File: src/rtl/gcd_controller_if.sv
// Handshake and datapath-control bundle between the GCD
// controller (slave side) and its operand source/datapath.
interface gcd_controller_if #(
    parameter int WIDTH = 16
);
    logic             start;
    logic             in_valid;
    logic             in_ready;
    logic [WIDTH-1:0] a_val;
    logic [WIDTH-1:0] b_val;
    logic             gt;
    logic             lt;
    logic             eq;
    logic             ldA;
    logic             ldB;
    logic             selA_sub;
    logic             selB_sub;
    logic             busy;
    logic             done;
    logic             err;
`ifdef GCD_ITER_COUNT_EN
    logic [WIDTH-1:0] iter_count;
`endif

    modport slave (
`ifdef GCD_ITER_COUNT_EN
        output iter_count,
`endif
        input  start, in_valid, a_val, b_val,
        input  gt, lt, eq,
        output in_ready, ldA, ldB,
        output selA_sub, selB_sub,
        output busy, done, err
    );

    modport master (
`ifdef GCD_ITER_COUNT_EN
        input  iter_count,
`endif
        output start, in_valid, a_val, b_val,
        output gt, lt, eq,
        input  in_ready, ldA, ldB,
        input  selA_sub, selB_sub,
        input  busy, done, err
    );
endinterface

File: src/rtl/gcd_controller.sv
// GCD subtract-and-swap control FSM.
// Ports: clk, rst_n (sync, active-low), bus (gcd_controller_if.slave):
//   start/in_valid/in_ready operand handshake, a_val/b_val/gt/lt/eq
//   datapath status, ldA/ldB/selA_sub/selB_sub strobes, busy/done/err.
// Optional macro GCD_ITER_COUNT_EN adds bus.iter_count (subtraction count).
module gcd_controller #(
    parameter int WIDTH = 16
) (
    input  logic             clk,
    input  logic             rst_n,
    gcd_controller_if.slave  bus
);
    localparam logic [2:0] S_IDLE   = 3'd0;
    localparam logic [2:0] S_LOAD_A = 3'd1;
    localparam logic [2:0] S_LOAD_B = 3'd2;
    localparam logic [2:0] S_CHECK  = 3'd3;
    localparam logic [2:0] S_CALC   = 3'd4;
    localparam logic [2:0] S_DONE   = 3'd5;

    logic [2:0]       r_state;
    logic [2:0]       w_next;
    logic             r_err;
    logic [WIDTH-1:0] w_a;
    logic [WIDTH-1:0] w_b;
    logic             w_zero;
    logic             w_in_ready;
    logic             w_ldA;
    logic             w_ldB;
    logic             w_selA;
    logic             w_selB;
    logic             w_done;

    assign w_a    = bus.a_val;
    assign w_b    = bus.b_val;
    assign w_zero = (w_a == '0) || (w_b == '0);

    always_comb begin
        w_next     = r_state;
        w_in_ready = 1'b0;
        w_ldA      = 1'b0;
        w_ldB      = 1'b0;
        w_selA     = 1'b0;
        w_selB     = 1'b0;
        w_done     = 1'b0;
        unique case (r_state)
            S_IDLE: begin
                if (bus.start)
                    w_next = S_LOAD_A;
            end
            S_LOAD_A: begin
                w_in_ready = 1'b1;
                if (bus.in_valid) begin
                    w_ldA  = 1'b1;
                    w_next = S_LOAD_B;
                end
            end
            S_LOAD_B: begin
                w_in_ready = 1'b1;
                if (bus.in_valid) begin
                    w_ldB  = 1'b1;
                    w_next = S_CHECK;
                end
            end
            S_CHECK: begin
                w_next = w_zero ? S_DONE : S_CALC;
            end
            S_CALC: begin
                // No flag high is illegal: idle in CALC, no strobes.
                if (bus.eq) begin
                    w_next = S_DONE;
                end else if (bus.gt) begin
                    w_ldA  = 1'b1;
                    w_selA = 1'b1;
                end else if (bus.lt) begin
                    w_ldB  = 1'b1;
                    w_selB = 1'b1;
                end
            end
            S_DONE: begin
                w_done = 1'b1;
                w_next = S_IDLE;
            end
            default: begin
                w_next = S_IDLE;
            end
        endcase
    end

    always_ff @(posedge clk) begin
        if (!rst_n) begin
            r_state <= S_IDLE;
            r_err   <= 1'b0;
        end else begin
            r_state <= w_next;
            if (r_state == S_IDLE && bus.start)
                r_err <= 1'b0;
            else if (r_state == S_CHECK && w_zero)
                r_err <= 1'b1;
        end
    end

`ifdef GCD_ITER_COUNT_EN
    logic [WIDTH-1:0] r_iter;

    always_ff @(posedge clk) begin
        if (!rst_n) begin
            r_iter <= '0;
        end else if (r_state == S_IDLE && bus.start) begin
            r_iter <= '0;
        end else if (r_state == S_CALC &&
                     (w_ldA || w_ldB) &&
                     r_iter != '1) begin
            r_iter <= r_iter + 1'b1;
        end
    end

    assign bus.iter_count = r_iter;
`endif

    assign bus.in_ready = w_in_ready;
    assign bus.ldA      = w_ldA;
    assign bus.ldB      = w_ldB;
    assign bus.selA_sub = w_selA;
    assign bus.selB_sub = w_selB;
    assign bus.done     = w_done;
    assign bus.busy     = (r_state != S_IDLE);
    assign bus.err      = r_err;
endmodule

File: src/flat_wrapper.sv
// flat-port wrapper written by rule: the top's interface ports become plain ports
module gcd_controller_flat 
#(
    parameter int WIDTH = 16
)
  (clk, rst_n, bus_start, bus_in_valid, bus_a_val, bus_b_val, bus_gt, bus_lt, bus_eq, bus_in_ready, bus_ldA, bus_ldB, bus_selA_sub, bus_selB_sub, bus_busy, bus_done, bus_err);
  gcd_controller_if #(.WIDTH(WIDTH)) bus_i ();
  input  logic clk;
  input  logic rst_n;
  input wire logic [$bits(bus_i.start)-1:0] bus_start;
  input wire logic [$bits(bus_i.in_valid)-1:0] bus_in_valid;
  input wire logic [$bits(bus_i.a_val)-1:0] bus_a_val;
  input wire logic [$bits(bus_i.b_val)-1:0] bus_b_val;
  input wire logic [$bits(bus_i.gt)-1:0] bus_gt;
  input wire logic [$bits(bus_i.lt)-1:0] bus_lt;
  input wire logic [$bits(bus_i.eq)-1:0] bus_eq;
  output wire logic [$bits(bus_i.in_ready)-1:0] bus_in_ready;
  output wire logic [$bits(bus_i.ldA)-1:0] bus_ldA;
  output wire logic [$bits(bus_i.ldB)-1:0] bus_ldB;
  output wire logic [$bits(bus_i.selA_sub)-1:0] bus_selA_sub;
  output wire logic [$bits(bus_i.selB_sub)-1:0] bus_selB_sub;
  output wire logic [$bits(bus_i.busy)-1:0] bus_busy;
  output wire logic [$bits(bus_i.done)-1:0] bus_done;
  output wire logic [$bits(bus_i.err)-1:0] bus_err;
  assign bus_i.start = bus_start;
  assign bus_i.in_valid = bus_in_valid;
  assign bus_i.a_val = bus_a_val;
  assign bus_i.b_val = bus_b_val;
  assign bus_i.gt = bus_gt;
  assign bus_i.lt = bus_lt;
  assign bus_i.eq = bus_eq;
  assign bus_in_ready = bus_i.in_ready;
  assign bus_ldA = bus_i.ldA;
  assign bus_ldB = bus_i.ldB;
  assign bus_selA_sub = bus_i.selA_sub;
  assign bus_selB_sub = bus_i.selB_sub;
  assign bus_busy = bus_i.busy;
  assign bus_done = bus_i.done;
  assign bus_err = bus_i.err;
  gcd_controller #(.WIDTH(WIDTH)) u_core (.clk(clk), .rst_n(rst_n), .bus(bus_i));
endmodule
File: config.mk
export PLATFORM = sky130hd
export DESIGN_NAME = gcd_controller_flat
export DESIGN_NICKNAME = d
export VERILOG_FILES = /design/src/rtl/gcd_controller_if.sv /design/src/rtl/gcd_controller.sv /design/src/flat_wrapper.sv
export SDC_FILE = /design/constraint.sdc
export NUM_CORES = 1
export LEC_CHECK = 0
export ABC_AREA = 1
export CAP_MARGIN = 20
export CORE_MARGIN = 5
export CORE_UTILIZATION = 27
export CTS_CLUSTER_DIAMETER = 100
export DETAILED_ROUTE_END_ITERATION = 16
export PLACE_DENSITY = 0.83
export SETUP_SLACK_MARGIN = 0.05
export SLEW_MARGIN = 40
export SYNTH_ARGS = -nofsm -noshare
export SYNTH_HDL_FRONTEND = slang
export SYNTH_SLANG_ARGS = --single-unit
File: constraint.sdc
create_clock -name clk -period 1.7 [get_ports clk]
set_input_delay 0.34 -clock clk [delete_from_list [all_inputs] [get_ports clk]]
set_output_delay 0.34 -clock clk [all_outputs]
set_load 0.02 [all_outputs]
==> impl_metrics.json <==
{
  "io_pins": 47,
  "overflow": 0,
  "synth_area_leaders": "nor2_1, dfxtp_1, nand2_1",
  "route.detailed.drc": 0,
  "rsz0062_at_grt": "false",
  "path_cells": "clkdlybuf4s50_1, inv_1, nand2_1, o22ai_1, buf_2",
  "hold_path_class": "register to register",
  "critical-path-top-delay-family": "buffers and inverters",
  "clock_path_buffers": 2,
  "area_growth_pct": 144,
  "die_width_um": 47.8,
  "ctsHoldBuffers": 0,
  "cts_tree": "built",
  "num_vias": 648,
  "n_fill_cell": 126,
  "start_util_pct": 28.9,
  "viasPerCell": 4.35,
  "row_count": 13,
  "holdPathEnd": "u_core.bus.err$_SDFFE_PP0P_",
  "synth_nets": 114,
  "synth-seq-cells": 4,
  "p_per_area_nw_per_um2": 702,
  "grt_usage_pct": 13.8,
  "crit_arrival_ns": 1.26,
  "synth_area_um2": 385,
  "clkLatencyLatePin_ns": 0.23,
  "drtPass1Iterations": 4,
  "cts-root-buf": "clkbuf_4",
  "critical_path_class": "input port to output pin",
  "cp_slowest_cell": "clkdlybuf4s50_1",
  "reg2reg_to": "u_core.r_state[0]$_SDFFE_PN0P_",
  "crit_buf_inv": 3,
  "clock-sinks": 4,
  "multiInputGateArea_um2": 277,
  "coreArea_um2": 1330,
  "clkTransAtPathRegs_ns": 0.03,
  "htree_num_levels": 1,
  "grt_pass1_wl_um": 2210,
  "antenna_left": 0,
  "crit_path_max_fanout": 3,
  "worstMarginPinSlew_ns": 0.229,
  "endpoint_kind": "output pin",
  "setup_viol": 0,
  "synth_cells": 75,
  "r2r-start": "u_core.r_state[0]$_SDFFE_PN0P_",
  "place.port_buffers": 46,
  "hpwl_um": 1350,
  "drt-total-wl_um": 1490,
  "nets": 175,
  "synth_cell_type_count": 15,
  "die_h_um": 47.8,
  "holdWs_ns": 0.447,
  "rrSetupSlack_ns": 0.50,
  "layout-drive-gt1-share_pct": 21.6,
  "r2r_cells": 7,
  "slew_headroom_pct": 84.6,
  "synth_warnings": 0,
  "worstHoldStart": "u_core.bus.err$_SDFFE_PP0P_",
  "startpoint_type": "input port",
  "crit_path_max_incr_delay_ns": 0.40,
  "grt_max_degree": 8,
  "vdd_drop_max_uv": 560,
  "grt_pass1_vias": 607,
  "status": "complete, no violations",
  "worstPathRequired_ns": 1.36,
  "drt_iter0_markers": 7,
  "area.sequential_um2": 80.1,
  "finalHoldViolCount": 0,
  "numCtsBuffers": 3,
  "drv_cap": 0,
  "p_leak_nw": 0.433,
  "syn_avg_cell_area_um2": 5.14,
  "slew_viol_final": 0,
  "period_minus_slack_ns": 1.60,
  "stdcell_count": 149,
  "wl_per_cell_um": 9.99,
  "diodes": 0,
  "fmaxAchievable_mhz": 626,
  "hold_path_depth": 2,
  "skew_ns": 0.000588,
  "antenna_found_initial": 0,
  "die_area_um2": 2280,
  "ys_seq_area_share_pct": 20.8,
  "synth_top_cell_area_share_pct": 22.4,
  "gp_congestion": 0.843,
  "dp.cells": 146,
  "yosysTopAreaCell": "nor2_1",
  "fin_crit_sh_pct": 93.9
}
routing by layer:
metal | share of wire (%) | GRT usage [%] | wire [um] | vias to the layer above
met5 | 0 | 0 | 0 | -
met4 | 1.1 | 6.45 | 17 | 0
met3 | 6.9 | 3.01 | 103 | 2
met2 | 52 | 26.1 | 775 | 22
met1 | 40 | 14.0 | 593 | 265
li1 | - | - | - | 359
power breakdown:
group	switching (mW)	total, mW	internal [mW]	leakage (nW)
Combinational	0.199	0.421	0.222	0.386
Sequential	0.0135	0.125	0.111	0.0326
Clock	0.0343	0.113	0.0787	0.0138
repair_timing:
action                     in CTS  in global routing
gates resized for setup        22                 10
setup endpoints to repair       7                  7
buffers inserted                0                  0
cloned                          0                  0
cell usage after synthesis, drive strengths merged:
| cell | instances |
|---|---|
| nor3 | 3 |
| nand4 | 2 |
| nand3 | 2 |
| o22ai | 2 |
| o21a | 1 |
| o21ai | 1 |
| dfxtp | 4 |
| inv | 10 |
| nor2 | 24 |
| a21oi | 4 |
| nand2 | 22 |
stage by stage:
stage	setup TNS (ns)	total power, mW	util, %	area [um^2]	setup slack, ns
after detailed placement	-1.14	0.569	70.5	940	-0.321
after floorplan	0	0.313	-	385	0.365
after global routing	0	0.722	70.4	938	0.0500
after global placement	-1.02	0.562	70.5	940	-0.276
final	0	0.659	70.4	938	0.103
after CTS	0	0.669	71.7	956	0.0696
cell usage in the layout (no fill, tap or decap), types with 2 or more instances in the layout:
cell type and n:
buf_2 5, buf_4 11, nand2_2 2, clkdlybuf4s50_1 39, inv_1 7, clkbuf_4 3, nand3_1 2, dfxtp_1 4
nor2_1 22, nand2_1 20, nor3_1 2, nor2_2 2, inv_2 3, nand4_1 2, a21oi_1 4
final cells by class:
class                      instances  area share (%)
inverter                          10            4.00
timing repair buffer              56            53.6
tap                               15            2.00
sequential                         4            8.53
clock buffer                       3            2.40
multi-input combinational         61            29.5
flip-flops by register name, indices dropped and copies added, names as in the netlist:
| name | flops |
|---|---|
| u_core.r_state | 3 |
| u_core.bus.err | 1 |
how the worst max path moves through the flow:
stage	from	endpoint	cells after the start
after CTS	u_core.r_state[2]$_SDFFE_PN0P_	bus_in_ready	4
after global routing	u_core.r_state[1]$_SDFFE_PN0P_	bus_ldB	6
after floorplan	u_core.r_state[0]$_SDFFE_PN0P_	bus_ldA	5
after detailed placement	bus_gt	bus_ldB	5
final	bus_gt	bus_ldB	5
after global placement	bus_gt	bus_ldB	5
logic make-up after synthesis:
kind of cell	synth area share (%)
DFF	20.8
AOI/OAI and AO/OA	11.7
buffers and inverters	9.74
and+or+nand+nor	57.8
worst reg2reg max path, stage by stage (launching register included):
cell and delay, ns:
dfxtp_1 0.37, inv_2 0.06, buf_4 0.14, nor3_1 0.22, nand2_1 0.11, nand2_1 0.07, nand2_1 0.05, a21oi_1 0.11
No activity file was read; power rests on OpenSTA's default activity.
